`src/rtl/weight_load_arbiter_if.sv`:
```
// Request/grant/data bundle between weight_load_arbiter, the weight caches and the SRAM read port.
// master = arbiter side, slave = caches + SRAM side.
interface weight_load_arbiter_if #(
    parameter int REQ_NUM = 4,
    parameter int ADDR_W  = 19,
    parameter int CNT_W   = 11,
    parameter int DATA_W  = 128
);
    logic [REQ_NUM-1:0]        ldr_req;
    logic [REQ_NUM-1:0]        ldr_grant;
    logic [REQ_NUM*ADDR_W-1:0] ldr_base_addr;
    logic [REQ_NUM*CNT_W-1:0]  ldr_count;
    logic [REQ_NUM-1:0]        ldr_valid;
    logic [DATA_W-1:0]         ldr_data;
    logic [REQ_NUM-1:0]        ldr_done_sig;
    logic                      mem_rd_en;
    logic [ADDR_W-1:0]         mem_rd_addr;
    logic [DATA_W-1:0]         mem_rd_data;
    logic                      busy;

    // Handshake: a requester holds ldr_req until it sees its one-cycle ldr_grant pulse;
    // ldr_valid[owner] qualifies ldr_data for exactly one beat, ldr_done_sig[owner] ends the burst.
    modport master (
        input  ldr_req, ldr_base_addr, ldr_count, mem_rd_data,
        output ldr_grant, ldr_valid, ldr_data, ldr_done_sig, mem_rd_en, mem_rd_addr, busy
    );
    modport slave (
        output ldr_req, ldr_base_addr, ldr_count, mem_rd_data,
        input  ldr_grant, ldr_valid, ldr_data, ldr_done_sig, mem_rd_en, mem_rd_addr, busy
    );
endinterface

```
`src/rtl/weight_load_arbiter.sv`:
```
// Shared weight loader: arbitrates cache requests, bursts words out of weight SRAM, streams them back.
// Define WEIGHT_LOAD_ARB_FIXED_PRIO_EN for lowest-index-wins priority instead of round-robin.
module weight_load_arbiter #(
    parameter int REQ_NUM = 4,
    parameter int ADDR_W  = 19,
    parameter int CNT_W   = 11,
    parameter int DATA_W  = 128,
    parameter int MEM_LAT = 2
) (
    input  logic                 clk,
    input  logic                 rst,
    weight_load_arbiter_if.master bus,
    output logic [2:0]           state_o
);
    localparam int IDX_W = (REQ_NUM > 1) ? $clog2(REQ_NUM) : 1;

    typedef enum logic [2:0] {IDLE, GRANT, ISSUE, DRAIN, DONE} state_t;

    state_t               state_q;
    logic [IDX_W-1:0]     owner_q;
    logic [ADDR_W-1:0]    addr_q;
    logic [CNT_W-1:0]     cnt_q;
    logic [REQ_NUM-1:0]   grant_q;
    logic [REQ_NUM-1:0]   valid_q;
    logic [REQ_NUM-1:0]   done_q;
    logic [DATA_W-1:0]    data_q;
    logic                 rd_en_q;
    logic                 busy_q;
    logic [MEM_LAT-1:0]   pipe_q;
`ifndef WEIGHT_LOAD_ARB_FIXED_PRIO_EN
    logic [IDX_W-1:0]     rr_q;
`endif

    logic [IDX_W-1:0]     win_d;
    logic [REQ_NUM-1:0]   win_oh_d;
    logic                 found_d;
    logic [REQ_NUM-1:0]   owner_oh;

    always_comb begin
        win_d    = '0;
        win_oh_d = '0;
        found_d  = 1'b0;
`ifdef WEIGHT_LOAD_ARB_FIXED_PRIO_EN
        for (int k = REQ_NUM - 1; k >= 0; k--) begin
            if (bus.ldr_req[k]) begin
                win_d   = IDX_W'(k);
                found_d = 1'b1;
            end
        end
`else
        for (int k = 0; k < REQ_NUM; k++) begin
            if (!found_d && bus.ldr_req[(int'(rr_q) + k) % REQ_NUM]) begin
                win_d   = IDX_W'((int'(rr_q) + k) % REQ_NUM);
                found_d = 1'b1;
            end
        end
`endif
        if (found_d) win_oh_d[win_d] = 1'b1;
    end

    always_comb begin
        owner_oh          = '0;
        owner_oh[owner_q] = 1'b1;
    end

    always_ff @(posedge clk or posedge rst) begin
        if (rst) begin
            state_q <= IDLE;
            owner_q <= '0;
            addr_q  <= '0;
            cnt_q   <= '0;
            grant_q <= '0;
            valid_q <= '0;
            done_q  <= '0;
            data_q  <= '0;
            rd_en_q <= 1'b0;
            busy_q  <= 1'b0;
            pipe_q  <= '0;
`ifndef WEIGHT_LOAD_ARB_FIXED_PRIO_EN
            rr_q    <= '0;
`endif
        end else begin
            grant_q <= '0;
            done_q  <= '0;
            // pipe_q[MEM_LAT-1] is high in the cycle the SRAM word for an issued read is on mem_rd_data
            pipe_q[0] <= rd_en_q;
            for (int i = 1; i < MEM_LAT; i++) pipe_q[i] <= pipe_q[i-1];
            if (pipe_q[MEM_LAT-1]) begin
                valid_q <= owner_oh;
                data_q  <= bus.mem_rd_data;
            end else begin
                valid_q <= '0;
            end

            case (state_q)
                IDLE: begin
                    if (found_d) begin
                        owner_q <= win_d;
                        addr_q  <= bus.ldr_base_addr[win_d*ADDR_W +: ADDR_W];
                        cnt_q   <= bus.ldr_count[win_d*CNT_W +: CNT_W];
                        grant_q <= win_oh_d;
                        busy_q  <= 1'b1;
                        state_q <= GRANT;
                    end
                end
                GRANT: begin
`ifndef WEIGHT_LOAD_ARB_FIXED_PRIO_EN
                    rr_q <= (owner_q == IDX_W'(REQ_NUM - 1)) ? '0 : owner_q + 1'b1;
`endif
                    if (cnt_q == '0) begin
                        done_q  <= owner_oh;
                        state_q <= DONE;
                    end else begin
                        rd_en_q <= 1'b1;
                        cnt_q   <= cnt_q - 1'b1;
                        state_q <= ISSUE;
                    end
                end
                ISSUE: begin
                    // cnt_q counts reads still to issue after the current one
                    if (cnt_q == '0) begin
                        rd_en_q <= 1'b0;
                        state_q <= DRAIN;
                    end else begin
                        addr_q <= addr_q + 1'b1;
                        cnt_q  <= cnt_q - 1'b1;
                    end
                end
                DRAIN: begin
                    if (pipe_q == '0 && valid_q != '0) begin
                        done_q  <= owner_oh;
                        state_q <= DONE;
                    end
                end
                DONE: begin
                    busy_q  <= 1'b0;
                    state_q <= IDLE;
                end
                default: state_q <= IDLE;
            endcase
        end
    end

    assign bus.ldr_grant    = grant_q;
    assign bus.ldr_valid    = valid_q;
    assign bus.ldr_data     = data_q;
    assign bus.ldr_done_sig = done_q;
    assign bus.mem_rd_en    = rd_en_q;
    assign bus.mem_rd_addr  = addr_q;
    assign bus.busy         = busy_q;
    assign state_o          = state_q;
endmodule
```
`src/flat_wrapper.sv`:
```
// flat-port wrapper written by rule: the top's interface ports become plain ports
module weight_load_arbiter_flat 
#(
    parameter int REQ_NUM = 4,
    parameter int ADDR_W  = 19,
    parameter int CNT_W   = 11,
    parameter int DATA_W  = 128,
    parameter int MEM_LAT = 2
)
  (clk, rst, state_o, bus_ldr_req, bus_ldr_base_addr, bus_ldr_count, bus_mem_rd_data, bus_ldr_grant, bus_ldr_valid, bus_ldr_data, bus_ldr_done_sig, bus_mem_rd_en, bus_mem_rd_addr, bus_busy);
  weight_load_arbiter_if #(.REQ_NUM(REQ_NUM), .ADDR_W(ADDR_W), .CNT_W(CNT_W), .DATA_W(DATA_W)) bus_i ();
  input  logic clk;
  input  logic rst;
  output logic [2:0] state_o;
  input wire logic [$bits(bus_i.ldr_req)-1:0] bus_ldr_req;
  input wire logic [$bits(bus_i.ldr_base_addr)-1:0] bus_ldr_base_addr;
  input wire logic [$bits(bus_i.ldr_count)-1:0] bus_ldr_count;
  input wire logic [$bits(bus_i.mem_rd_data)-1:0] bus_mem_rd_data;
  output wire logic [$bits(bus_i.ldr_grant)-1:0] bus_ldr_grant;
  output wire logic [$bits(bus_i.ldr_valid)-1:0] bus_ldr_valid;
  output wire logic [$bits(bus_i.ldr_data)-1:0] bus_ldr_data;
  output wire logic [$bits(bus_i.ldr_done_sig)-1:0] bus_ldr_done_sig;
  output wire logic [$bits(bus_i.mem_rd_en)-1:0] bus_mem_rd_en;
  output wire logic [$bits(bus_i.mem_rd_addr)-1:0] bus_mem_rd_addr;
  output wire logic [$bits(bus_i.busy)-1:0] bus_busy;
  assign bus_i.ldr_req = bus_ldr_req;
  assign bus_i.ldr_base_addr = bus_ldr_base_addr;
  assign bus_i.ldr_count = bus_ldr_count;
  assign bus_i.mem_rd_data = bus_mem_rd_data;
  assign bus_ldr_grant = bus_i.ldr_grant;
  assign bus_ldr_valid = bus_i.ldr_valid;
  assign bus_ldr_data = bus_i.ldr_data;
  assign bus_ldr_done_sig = bus_i.ldr_done_sig;
  assign bus_mem_rd_en = bus_i.mem_rd_en;
  assign bus_mem_rd_addr = bus_i.mem_rd_addr;
  assign bus_busy = bus_i.busy;
  weight_load_arbiter #(.REQ_NUM(REQ_NUM), .ADDR_W(ADDR_W), .CNT_W(CNT_W), .DATA_W(DATA_W), .MEM_LAT(MEM_LAT)) u_core (.clk(clk), .rst(rst), .bus(bus_i), .state_o(state_o));
endmodule
```
`config.mk`:
```
export PLATFORM = sky130hd
export DESIGN_NAME = weight_load_arbiter_flat
export DESIGN_NICKNAME = d
export VERILOG_FILES = /design/src/rtl/weight_load_arbiter_if.sv /design/src/rtl/weight_load_arbiter.sv /design/src/flat_wrapper.sv
export SDC_FILE = /design/constraint.sdc
export NUM_CORES = 1
export LEC_CHECK = 0
export CAP_MARGIN = 20
export CORE_AREA = 2 2 164 166
export CTS_CLUSTER_DIAMETER = 30
export DETAILED_ROUTE_END_ITERATION = 7
export DIE_AREA = 0 0 166 168
export DONT_BUFFER_PORTS = 1
export GPL_ROUTABILITY_DRIVEN = 1
export HOLD_SLACK_MARGIN = 0.03
export PLACE_DENSITY = 0.51
export SYNTH_ARGS = -nofsm -noshare
export SYNTH_HDL_FRONTEND = slang
export SYNTH_SLANG_ARGS = --single-unit
```
`constraint.sdc`:
```
create_clock -name clk -period 13.7 [get_ports clk]
set_clock_uncertainty 0.1 [all_clocks]
set_input_delay 3.425 -clock clk [delete_from_list [all_inputs] [get_ports clk]]
set_output_delay 3.425 -clock clk [all_outputs]
set_load 0.01 [all_outputs]
```
# Word level (Yosys, flattened, before mapping)
# Cells that the tools add are included.
op_classes:
  mul: 2
  addsub: 6
  mux: 46
  shifts: 2
  n_eq_ne: 11
  order_cmp: 8
  n_reduce_logical: 27
  bitwise_logic: 3
ops:
  columns: ["cell", "n"]
  rows:
  - ["76-bit by 8-bit indexed part select with 19-bit output", 1]
  - ["44-bit by 7-bit indexed part select with 11-bit output", 1]
  - ["19-bit 2-to-1 mux", 2]
  - ["19-bit one-hot mux with 2 select lines", 1]
  - ["11-bit 2-to-1 mux", 2]
  - ["11-bit one-hot mux with 2 select lines", 1]
  - ["4-bit 2-to-1 mux", 5]
  - ["19-bit by 1-bit adder with 19-bit output, second input constant", 1]
  - ["1-bit 2-to-1 mux", 16]
  - ["3-bit by 4-bit < comparator with 1-bit output, second input constant", 3]
  - ["3-bit 2-to-1 mux", 4]
  - ["3-bit one-hot mux with 4 select lines", 1]
  - ["3-bit AND reduction", 4]
  - ["11-bit zero test", 1]
  - ["11-bit by 1-bit subtractor with 11-bit output, second input constant", 1]
  - ["2-bit 2-to-1 mux", 5]
  - ["2-bit by 3-bit < comparator with 1-bit output, second input constant", 3]
  - ["1-bit binary-select mux with 2-bit select", 4]
  - ["4-bit one-hot mux with 2 select lines", 1]
  - ["2-bit nonzero test", 4]
  - ["2-bit OR reduction", 4]
  - ["2-bit by 5-bit multiplier with 7-bit output, second input constant", 1]
  - ["3-bit by 2-bit == test with 1-bit output, second input constant", 2]
  - ["1-bit logical AND", 6]
  - ["other kinds (17)", 31]
totals:
  wordCells: 117
  regBits: 181

# Longest topological paths before layout
# Gate-level depths: netlist (run 1).
logic_depth:
  depth_word: 20
  mapped_depth: 11
  depth_no_buf: 8

# Worst setup path before layout (run 1)
# OpenSTA, ideal clock, no wires.
synth_path:
  path_kind: "input-to-reg"
  startpoint: "in bus_ldr_req[2]"
  endpoint: "reg u_core.cnt_q[6]"
  cell_stages: 9
  setup_slack_ps: 8500
  arrival_time_ps: 4974
  setup_time_ps: 126
  required_time_ps: 13474
  path_cell_list: "nor2b_1 -> a221o_1 -> and2_1 -> buf_2 -> buf_2 -> clkbuf_1 -> nor2_1 -> nor2_1 -> o32a_1"
synth_via:
  elab_chain_len: 16
  word_cells_on_any_way: 31
  cone_classes: "1 x mul; 1 x eq/ne; 1 x shift; 21 x mux; 7 x reduce/logical"
synth_rtl:
  columns: ["element", "line_no", "text"]
  rows:
  - ["start: declaration", "flat_wrapper.sv:15", "input wire logic [$bits(bus_i.ldr_req)-1:0] bus_ldr_req;"]
  - ["1-bit binary-select mux with 2-bit select", "weight_load_arbiter.sv:52", "if (!found_d && bus.ldr_req[(int'(rr_q) + k) % REQ_NUM]) begin"]
  - ["1-bit 2-to-1 mux (implied by the code)", "weight_load_arbiter.sv:52", null]
  - ["1-bit 2-to-1 mux", "weight_load_arbiter.sv:52", null]
  - ["1-bit zero test", "weight_load_arbiter.sv:52", null]
  - ["1-bit logical AND", "weight_load_arbiter.sv:52", null]
  - ["1-bit 2-to-1 mux", "weight_load_arbiter.sv:52", null]
  - ["1-bit zero test", "weight_load_arbiter.sv:52", null]
  - ["1-bit logical AND", "weight_load_arbiter.sv:52", null]
  - ["1-bit 2-to-1 mux", "weight_load_arbiter.sv:52", null]
  - ["1-bit zero test", "weight_load_arbiter.sv:52", null]
  - ["1-bit logical AND", "weight_load_arbiter.sv:52", null]
  - ["2-bit 2-to-1 mux", "weight_load_arbiter.sv:52", null]
  - ["2-bit by 4-bit multiplier with 6-bit output", "weight_load_arbiter.sv:100", "cnt_q <= bus.ldr_count[win_d*CNT_W +: CNT_W];"]
  - ["44-bit by 7-bit indexed part select with 11-bit output", "weight_load_arbiter.sv:100", null]
  - ["11-bit 2-to-1 mux", "weight_load_arbiter.sv:97", "if (found_d) begin"]
  - ["11-bit one-hot mux with 2 select lines", "weight_load_arbiter.sv:95", "case (state_q)"]
  - ["end signal: assignment", "weight_load_arbiter.sv:100", null]
  - ["end signal: assignment", "weight_load_arbiter.sv:115", "cnt_q <= cnt_q - 1'b1;"]
  - ["end signal: assignment", "weight_load_arbiter.sv:126", "cnt_q <= cnt_q - 1'b1;"]
  - ["end: declaration", "weight_load_arbiter.sv:22", "logic [CNT_W-1:0] cnt_q;"]
# Several ways; a longest one is shown, not always the timed one. The select of a mux whose other input is x is not followed.
# A chain may end at the register's enable or synchronous reset.

# Worst setup path in the final report (run 1)
layout_path:
  startpoint: "in bus_ldr_req[1]"
  endpoint: "reg u_core.addr_q[8], in the netlist u_core.bus.mem_rd_addr[8]"
layout_via:
  elab_chain_len: 16
  word_cells_on_any_way: 31
  cone_classes: "1 x mul; 1 x eq/ne; 1 x shift; 21 x mux; 7 x reduce/logical"
layout_rtl:
  columns: ["element", "line_no", "text"]
  rows:
  - ["1-bit binary-select mux with 2-bit select", "weight_load_arbiter.sv:52", null]
  - ["1-bit 2-to-1 mux (implied by the code)", "weight_load_arbiter.sv:52", null]
  - ["1-bit 2-to-1 mux", "weight_load_arbiter.sv:52", null]
  - ["1-bit zero test", "weight_load_arbiter.sv:52", null]
  - ["1-bit logical AND", "weight_load_arbiter.sv:52", null]
  - ["1-bit 2-to-1 mux", "weight_load_arbiter.sv:52", null]
  - ["1-bit zero test", "weight_load_arbiter.sv:52", null]
  - ["1-bit logical AND", "weight_load_arbiter.sv:52", null]
  - ["1-bit 2-to-1 mux", "weight_load_arbiter.sv:52", null]
  - ["1-bit zero test", "weight_load_arbiter.sv:52", null]
  - ["1-bit logical AND", "weight_load_arbiter.sv:52", null]
  - ["2-bit 2-to-1 mux", "weight_load_arbiter.sv:52", null]
  - ["2-bit by 5-bit multiplier with 7-bit output", "weight_load_arbiter.sv:99", "addr_q <= bus.ldr_base_addr[win_d*ADDR_W +: ADDR_W];"]
  - ["76-bit by 8-bit indexed part select with 19-bit output", "weight_load_arbiter.sv:99", null]
  - ["19-bit 2-to-1 mux", "weight_load_arbiter.sv:97", null]
  - ["19-bit one-hot mux with 2 select lines", "weight_load_arbiter.sv:95", null]
  - ["end signal: assignment", "weight_load_arbiter.sv:99", null]
  - ["end signal: assignment", "weight_load_arbiter.sv:125", "addr_q <= addr_q + 1'b1;"]
  - ["end: declaration", "weight_load_arbiter.sv:21", "logic [ADDR_W-1:0] addr_q;"]
# Several ways; a longest one is shown, not always the timed one. The select of a mux whose other input is x is not followed.

==> results_dict.tcl, run 1 <==
set metrics [dict create \
    rows 60 \
    final.min_clock_period_ns 5.26 \
    cp_cell_sequence "nor4_1 > buf_2 > or4_1 > nand2_1 > a21oi_1 > a31oi_1 > o31a_1" \
    slowest_stage "or4_1" \
    fmax_mhz 190 \
    hold_end "u_core.pipe_q[1]$_DFF_PP0_" \
    drive_above_1_share_pct 30.3 \
    cellPowerDensity_nw_per_um2 266 \
    fp.dieW_um 166 \
    cts_resized 0 \
    grt_max_degree 99 \
    grt_usage_pct 17.2 \
    critPathMaxFanout 20 \
    syn_avg_cell_area_um2 12.4 \
    nets 937 \
    rr_endpoint "u_core.bus.mem_rd_addr[17]$_DFFE_PP0P_" \
    antenna_found_initial 4 \
    synth_top_cell_by_area "dfrtp_1" \
    cts_hold_buffers 0 \
    ys.flop_type "dfrtp_1" \
    reg2reg_depth 7 \
    r2r_setup_slack_ns 10.57 \
    cts_sinks 181 \
    io_buffers 0 \
    drt-initial-drc-count 253 \
    maxSlewViolCount 0 \
    cts_inserted_buffers 17 \
    synth-seq-cells 181 \
    io_pins 418 \
    post_cts_buffers 0 \
    p_leak_nw 3.89 \
    r2r_start "u_core.cnt_q[0]$_DFFE_PP0P_" \
    clk_latency_ns 0.43 \
    cp_data_arrival_time_ns 5.48 \
    firstDrtPassIters 5 \
    final_core_util_pct 36.1 \
    wl_per_cell_um 23.8 \
    hpwl_um 18700 \
    synthMostInstantiatedCell "dfrtp_1" \
    final.period_utilization_pct 38.4 \
    min_from "u_core.pipe_q[0]$_DFF_PP0_" \
    wirelength_um 24600 \
    syn_area_um2 8520 \
    cp-startpoint "bus_ldr_req[1]" \
    antenna_left 0 \
    synth.net_count 950 \
    worstPathRequired_ns 13.92 \
    regArea_um2 4530 \
    initial_core_util_pct 32.3 \
    multi_input_area_um2 3770 \
    nFillCells 2535 \
    grt_overflow 0 \
    grt_pass1_wl_um 36200 \
    vdd_ir_drop_max_mv 0.148 \
    synth-warning-count 0 \
    critPathKind "in2reg" \
    yosys.area.top_type_share_pct 53.1 \
    min_path_cells 0 \
    syn_inst 690 \
    core_area_um2 26400 \
    maxCapViolCount 0 \
    ys_seq_area_share_pct 53.1 \
    routabilityCongestion 0.831 \
    viasPerCell 5.47 \
    fp.dieArea_um2 27900 \
    final-hold-violation-count 0 \
    totalNegativeSetupSlack_ns 0 \
    timing.slew.headroom_pct 37.9 \
    drc 0 \
    cts-root-buf "clkbuf_16" \
    cts_buffer_depth 2 \
    hold_path_class "reg2reg" \
    netlist_top_cells_area "dfrtp_1 53%, mux2_2 19%, mux2i_1 6.2%" \
    status "complete, no violations" \
    end_kind "flop" \
    clk_pin_slew_ns 0.08 \
    worst_slew_pin_slew_ns 0.932 \
    routed-via-count 5664 \
    setup_violations 0 \
    slowest_delay_ns 0.63 \
    synth_edf_count 0 \
    rsz0062_at_grt "no" \
    syn_to_final_growth_pct 11.7 \
    critPathLaunchType "primary input" \
    synth_cell_types 64 \
    grt_pass1_vias 5804 \
    synthArstFlopShare_pct 100 \
    die_h_um 168 \
    htree_num_levels 4 \
    synthTopCellsByCount "181 x dfrtp_1, 146 x mux2_2, 53 x mux2i_1" \
    cts_tree "yes" \
]
-- per-stage QoR --
step | hold slack [ns] | cells | power (mW) | area [µm²] | worst slack (ns)
3_3_place_gp | 0.257 | 995 | 1.99 | 8820 | 7.58
6_report | 0.291 | 1035 | 2.53 | 9520 | 8.44
2_1_floorplan | 0.255 | 690 | 1.78 | 8520 | 5.26
5_1_grt | 0.299 | 1035 | 2.69 | 9520 | 8.25
4_1_cts | 0.300 | 1027 | 2.56 | 9460 | 7.91
3_5_place_dp | 0.278 | 995 | 2.03 | 8820 | 7.46
-- registers in the layout, summed over array words and instances, names as in the netlist, 3 cells and up --
| name | flops |
|---|---|
| u_core.bus.ldr_data | 128 |
| u_core.bus.mem_rd_addr | 19 |
| u_core.cnt_q | 11 |
| u_core.bus.ldr_done_sig | 4 |
| u_core.bus.ldr_grant | 4 |
| u_core.bus.ldr_valid | 4 |
| u_core.state_o | 3 |
-- how the worst max path moves through the flow --
stage	to	slack [ns]	cells after the start
2_1_floorplan	u_core.bus.busy$_DFFE_PP0P_	5.26	1
3_3_place_gp	u_core.bus.mem_rd_addr[6]$_DFFE_PP0P_	7.58	6
3_5_place_dp	u_core.bus.mem_rd_addr[8]$_DFFE_PP0P_	7.46	6
4_1_cts	u_core.bus.mem_rd_addr[5]$_DFFE_PP0P_	7.91	6
5_1_grt	u_core.bus.mem_rd_addr[6]$_DFFE_PP0P_	8.25	7
6_report	u_core.bus.mem_rd_addr[8]$_DFFE_PP0P_	8.44	7
-- cells in the final DEF (no fill, tap or decap), types with 5 or more instances in the layout --
cell | Yosys | routed
or4_1 | 5 | 5
and2_1 | 11 | 10
clkinv_8 | 0 | 5
dfrtp_1 | 181 | 180
nand2_1 | 35 | 35
a21oi_1 | 28 | 28
ha_1 | 6 | 6
nor4_1 | 5 | 5
mux2_2 | 146 | 146
o221ai_1 | 6 | 6
nor2_1 | 29 | 29
nand4_1 | 6 | 6
nor3_1 | 21 | 21
mux2i_1 | 53 | 53
buf_4 | 3 | 7
a31oi_1 | 5 | 5
clkbuf_16 | 0 | 17
inv_1 | 9 | 8
nand3_1 | 9 | 9
o21ai_0 | 21 | 21
-- layout make-up --
| type | count | area share [%] |
|---|---|---|
| Sequential cell | 181 | 47.6 |
| Multi-Input combinational cell | 458 | 39.7 |
| Clock buffer | 18 | 4.61 |
| Tap cell | 341 | 4.48 |
| Clock inverter | 14 | 2.09 |
| Timing Repair Buffer | 10 | 1.01 |
| Inverter | 9 | 0.408 |
| Antenna cell | 4 | 0.105 |
-- power by group --
group	total, mW	switching (mW)	leakage [nW]	internal [mW]
clock	0.521	0.249	0.310	0.273
combinational	0.858	0.414	1.44	0.444
sequential	1.15	0.357	2.14	0.791
total	2.53	1.02	3.89	1.51
-- worst max-delay path, delay by kind of cell --
kind / cells / cell delay, ns
and+or+nand+nor: 3 / 1.37
buffers and inverters: 1 / 0.23
AOI/OAI and AO/OA: 3 / 0.45
-- metal layers --
| metal | wire, µm | vias up | track usage [%] |
|---|---|---|---|
| li1 | - | 2502 | - |
| met1 | 8730 | 2788 | 18.1 |
| met2 | 12800 | 343 | 30.5 |
| met3 | 2480 | 31 | 6.84 |
| met4 | 621 | 0 | 7.33 |
| met5 | 0 | - | 0 |
-- cell families (layout without fill, tap and decap cells) --
logic type      after synthesis  after routing  synth area share (%)
compound gates              106            106                  8.69
xor+xnor                      1              1                 0.103
fa+ha+maj                     6              6                 0.881
buf+inv                      51             51                  2.70
flops                       181            181                  53.1
mux                         199            199                  25.5
other cells                   0              4                     0
simple gates                146            146                  8.96
(Power assumes the default switching activity.)
==> run 2, diff against run 1 <==
==> constraint.sdc (replaced) <==
create_clock -name clk -period 5.35 [get_ports clk]
set_clock_uncertainty 0.1 [all_clocks]
set_input_delay 1.3375 -clock clk [delete_from_list [all_inputs] [get_ports clk]]
set_output_delay 1.3375 -clock clk [all_outputs]
set_load 0.01 [all_outputs]
==> run 2 against run 1 <==
Net effect:
- total power rose to 2.5 times the previous value
- highest routed layer unchanged
- critical endpoint is now u_core.bus.mem_rd_addr[5]$_DFFE_PP0P_
- flip-flop and latch count unchanged
- non-clock buffer count down 3
- clock power up 150%
- sequential share of layout area up 0.24 points
==> results_dict.tcl, run 2 (synthesis gave the netlist of run 1 again) <==
set metrics [dict create \
    antenna_left 0 \
    r2r_start "u_core.state_o[1]$_DFFE_PP0P_" \
    p_sw_mw 2.60 \
    critPathKind "reg2reg" \
    fin_area_um2 9470 \
    final.period_utilization_pct 62.3 \
    fp.dieArea_um2 27900 \
    rows 60 \
    drc 0 \
    met1_usage_pct 17.7 \
    grt_pass1_vias 5858 \
    maxCapViolCount 0 \
    die_h_um 168 \
    grt_overflow 0 \
    setup_violations 0 \
    met3_usage_pct 6.70 \
    io_pins 418 \
    viasPerCell 5.49 \
    routabilityCongestion 0.826 \
    cts_resized 0 \
    hold_end "u_core.pipe_q[1]$_DFF_PP0_" \
    busiest_layer "met2" \
    p_clk_share_pct 20.4 \
    rsz0062_at_grt "no" \
    maxSlewViolCount 0 \
    rr_endpoint "u_core.bus.mem_rd_addr[5]$_DFFE_PP0P_" \
    seq_power_share_pct 46.1 \
    grt_max_degree 182 \
    cts_hold_buffers 0 \
    critPathLaunchType "flop" \
    totalNegativeSetupSlack_ns 0 \
    p_int_mw 3.80 \
    worstPathRequired_ns 5.57 \
    hpwl_um 18200 \
    io_buffers 0 \
    cellPowerDensity_nw_per_um2 676 \
    routed-via-count 5668 \
    final-hold-violation-count 0 \
    post_cts_buffers 0 \
    reg2reg_depth 6 \
    min_from "u_core.pipe_q[0]$_DFF_PP0_" \
    vdd_ir_drop_max_mv 0.379 \
    final.min_clock_period_ns 3.34 \
    end_kind "flop" \
    firstDrtPassIters 5 \
    cp_data_arrival_time_ns 3.55 \
    grt_pass1_wl_um 35800 \
    wl_per_cell_um 23.2 \
    cts_tree "yes" \
    timing.slew.headroom_pct 20.5 \
    initial_core_util_pct 32.3 \
    cts_sinks 181 \
    largest_reg_flops 128 \
    status "complete, no violations" \
    final_core_util_pct 35.9 \
    placed_cell_area_um2 8830 \
    critPathMaxFanout 16 \
    drt-initial-drc-count 256 \
    p_leak_nw 3.86 \
    power_mw 6.40 \
    cts-root-buf "clkbuf_16" \
    syn_to_final_growth_pct 11.1 \
    timing.hold.ws_ns 0.282 \
    grt_usage_pct 16.6 \
    p_sw_share_pct 40.7 \
    fmax_mhz 300 \
    antenna_found_initial 4 \
    final_common_cell "dfrtp_1" \
    worst_slew_pin_slew_ns 1.19 \
    clk_pin_slew_ns 0.08 \
    hold_path_class "reg2reg" \
    cts_buffer_depth 2 \
    drive_above_1_share_pct 30.0 \
    combinationalPowerShare_pct 33.5 \
    fp.dieW_um 166 \
    r2r_setup_slack_ns 2.01 \
    cts_inserted_buffers 17 \
    htree_num_levels 4 \
    clk_latency_ns 0.42 \
    wirelength_um 23900 \
    met2_usage_pct 29.9 \
    nets 934 \
    min_path_cells 0 \
    layout_common_cells "180 x dfrtp_1, 146 x mux2_2, 53 x mux2i_1, 35 x nand2_1, 29 x nor2_1" \
    core_area_um2 26400 \
]
## run 2: metal layers
layer	vias up	part of all wire [%]
met4	0	2.0
met5	-	0
li1	2507	-
met2	335	52
met3	22	10
met1	2804	36
## run 2: how the worst max path moves through the flow
stage / depth (start not counted) / start / slack [ns] / end
floorplan: 1 / rst / 1.59 / u_core.bus.busy$_DFFE_PP0P_
global placement: 6 / bus_ldr_req[1] / 1.68 / u_core.bus.mem_rd_addr[17]$_DFFE_PP0P_
detailed placement: 6 / bus_ldr_req[1] / 1.51 / u_core.bus.mem_rd_addr[17]$_DFFE_PP0P_
CTS: 6 / bus_ldr_req[1] / 1.96 / u_core.bus.mem_rd_addr[17]$_DFFE_PP0P_
global route: 6 / u_core.state_o[1]$_DFFE_PP0P_ / 1.81 / u_core.bus.mem_rd_addr[15]$_DFFE_PP0P_
finish: 6 / u_core.state_o[1]$_DFFE_PP0P_ / 2.01 / u_core.bus.mem_rd_addr[5]$_DFFE_PP0P_
## run 2: power by group through the flow
stage	registers [mW]	clock network, mW	logic [mW]
after floorplan	2.68	0	1.87
after global placement	2.98	0	2.09
after detailed placement	2.99	0	2.16
after CTS	2.97	1.34	2.17
after global routing	3.05	1.40	2.37
final	2.95	1.30	2.15
## run 2: through the flow
| step | instances | worst slack (ns) |
|---|---|---|
| finish | 1032 | 2.01 |
| global route | 1032 | 1.81 |
| CTS | 1027 | 1.96 |
| detailed placement | 995 | 1.51 |
| global placement | 995 | 1.68 |
| floorplan | 690 | 1.59 |
## run 2: final cells by class
| cell class | count | area, µm² |
|---|---|---|
| multi-input combinational | 458 | 3770 |
| fill | 2531 | 16900 |
| clock inverter | 15 | 200 |
| timing repair buffer | 7 | 62.6 |
| antenna | 4 | 10.0 |
| tap | 341 | 427 |
| clock buffer | 17 | 425 |
| inverter | 9 | 37.5 |
| sequential | 181 | 4530 |
## run 2: worst max-delay path, stage by stage, from the launching register on
cell and delay, ns:
dfrtp_1 0.80, nor3b_2 1.01, o41ai_4 0.37, nand2_1 0.48, o211a_1 0.22, nor2_1 0.04
a31o_2 0.20
==> run 3, diff against run 2 <==
--- a/config.mk
+++ b/config.mk
@@ -13,7 +13,7 @@
 export DONT_BUFFER_PORTS = 1
 export GPL_ROUTABILITY_DRIVEN = 1
 export HOLD_SLACK_MARGIN = 0.03
-export PLACE_DENSITY = 0.51
+export PLACE_DENSITY = 0.53
 export SYNTH_ARGS = -nofsm -noshare
 export SYNTH_HDL_FRONTEND = slang
 export SYNTH_SLANG_ARGS = --single-unit
==> constraint.sdc (replaced) <==
create_clock -name clk -period 2.94 [get_ports clk]
set_clock_uncertainty 0.1 [all_clocks]
set_input_delay 0.735 -clock clk [delete_from_list [all_inputs] [get_ports clk]]
set_output_delay 0.735 -clock clk [all_outputs]
set_load 0.01 [all_outputs]
==> run 3 against run 2 <==
Net effect:
- total power up 86%
- clock power grew 88%
- register-to-register slack got worse by 1.7 ns
- wire length decreased by 0.28%
- non-clock buffer count grew 27
- fmax rose by 26%
- highest routed layer is now met5
- cell count rose by 2.2%
- final area grew 2.6%
- hold slack got worse by 0.070 ns
==> results_dict.tcl, run 3 (synthesis gave the netlist of run 1 again) <==
set metrics [dict create \
    combinationalPowerShare_pct 35.7 \
    cts_tree "yes" \
    reg2reg_depth 9 \
    fp.dieW_um 166 \
    cts_sinks 181 \
    post_cts_buffers 0 \
    fmax_mhz 378 \
    io_buffers 0 \
    largest_reg_flops 128 \
    hold_path_class "in2async" \
    critPathMaxFanout 11 \
    rr_endpoint "u_core.bus.mem_rd_addr[17]$_DFFE_PP0P_" \
    multi_input_area_um2 3770 \
    wl_per_cell_um 22.6 \
    fp.dieArea_um2 27900 \
    initial_core_util_pct 32.3 \
    antenna_found_initial 1 \
    critPathLaunchType "flop" \
    diodes 0 \
    drt-initial-drc-count 206 \
    layout_common_cells "180 x dfrtp_1, 146 x mux2_2, 53 x mux2i_1, 35 x nand2_1, 30 x buf_4" \
    final.min_clock_period_ns 2.65 \
    p_int_mw 7.09 \
    p_sw_share_pct 40.5 \
    cts_inserted_buffers 17 \
    cts_resized 0 \
    vdd_ir_drop_max_mv 0.582 \
    drc 0 \
    timing.slew.headroom_pct 46.1 \
    r2r_setup_slack_ns 0.29 \
    clk_latency_ns 0.43 \
    worst_slew_pin_slew_ns 0.808 \
    regArea_um2 4530 \
    cts_buffer_depth 2 \
    antenna_left 0 \
    nets 961 \
    p_sw_mw 4.82 \
    drive_above_1_share_pct 32.6 \
    placed_cell_area_um2 9080 \
    routed-via-count 5662 \
    cts-root-buf "clkbuf_16" \
    setup_violations 0 \
    final.period_utilization_pct 90.0 \
    firstDrtPassIters 5 \
    end_kind "flop" \
    grt_usage_pct 16.8 \
    hpwl_um 18600 \
    syn_to_final_growth_pct 14.1 \
    grt_pass1_wl_um 36200 \
    io_pins 418 \
    cts_hold_buffers 0 \
    clk_pin_slew_ns 0.09 \
    seq_power_share_pct 43.8 \
    grt_overflow 0 \
    final_common_cell "dfrtp_1" \
    totalNegativeSetupSlack_ns 0 \
    grt_max_degree 133 \
    grt_pass1_vias 5990 \
    fin_area_um2 9720 \
    worstPathRequired_ns 3.17 \
    htree_num_levels 4 \
    final-hold-violation-count 0 \
    nFillCells 2546 \
    cellPowerDensity_nw_per_um2 1230 \
    cp_data_arrival_time_ns 2.88 \
    maxCapViolCount 0 \
    p_leak_nw 4.00 \
    wirelength_um 23800 \
    die_h_um 168 \
    rsz0062_at_grt "no" \
    core_area_um2 26400 \
    viasPerCell 5.37 \
    rows 60 \
    maxSlewViolCount 0 \
    status "complete, no violations" \
    r2r_start "u_core.cnt_q[0]$_DFFE_PP0P_" \
    p_clk_share_pct 20.5 \
    critPathKind "reg2reg" \
    routabilityCongestion 0.847 \
]
## run 3: worst max-delay path: stages, from the launching register on
cell	delay, ns
dfrtp_1	0.43
inv_1	0.08
ha_1	0.18
or3b_1	0.39
buf_4	0.18
o41a_1	0.52
nor2_1	0.14
buf_4	0.20
o41ai_1	0.11
a31o_2	0.22
## run 3: how the worst max path moves through the flow
stage,startpoint,endpoint,slack (ns)
2_1_floorplan,rst,u_core.bus.busy$_DFFE_PP0P_,-0.22
3_3_place_gp,u_core.cnt_q[0]$_DFFE_PP0P_,u_core.cnt_q[10]$_DFFE_PP0P_,0.13
3_5_place_dp,u_core.cnt_q[0]$_DFFE_PP0P_,u_core.cnt_q[10]$_DFFE_PP0P_,0.10
4_1_cts,u_core.cnt_q[0]$_DFFE_PP0P_,u_core.cnt_q[10]$_DFFE_PP0P_,0.07
5_1_grt,u_core.cnt_q[0]$_DFFE_PP0P_,u_core.bus.mem_rd_addr[8]$_DFFE_PP0P_,0.09
6_report,u_core.cnt_q[0]$_DFFE_PP0P_,u_core.bus.mem_rd_addr[17]$_DFFE_PP0P_,0.29
## run 3: through the flow
stage	instances	total power [mW]	setup slack [ns]	hold WS, ns	utilization [%]
3_3_place_gp	1023	9.44	0.132	0.270	34.4
3_5_place_dp	1023	9.62	0.100	0.269	34.4
2_1_floorplan	690	8.27	-0.218	0.255	-
6_report	1055	11.9	0.293	0.212	36.9
4_1_cts	1055	12.1	0.0727	0.228	36.9
5_1_grt	1055	12.7	0.0863	0.238	36.9
## run 3: per-layer routing
metal | wire length [µm] | share of wire (%) | GRT usage [%] | up-vias
met2 | 12800 | 54 | 30.9 | 293
met1 | 8610 | 36 | 18.3 | 2782
met4 | 347 | 1.5 | 4.76 | 2
met5 | 13 | 0.055 | 0 | -
li1 | - | - | - | 2564
met3 | 2020 | 8.5 | 5.83 | 21
## run 3: final cells by class
class	instances	share of cell area [%]
Clock buffer	17	4.38
Clock inverter	15	2.24
Inverter	9	0.386
Multi-Input combinational cell	458	38.8
Sequential cell	181	46.6
Tap cell	341	4.39
Timing Repair Buffer	34	3.14
## run 3: power groups by stage
stage	logic, mW	registers [mW]	clock network [mW]
floorplan	3.40	4.87	0
global placement	4.16	5.29	0
detailed placement	4.31	5.31	0
CTS	4.33	5.26	2.53
global route	4.72	5.38	2.65
finish	4.26	5.22	2.44
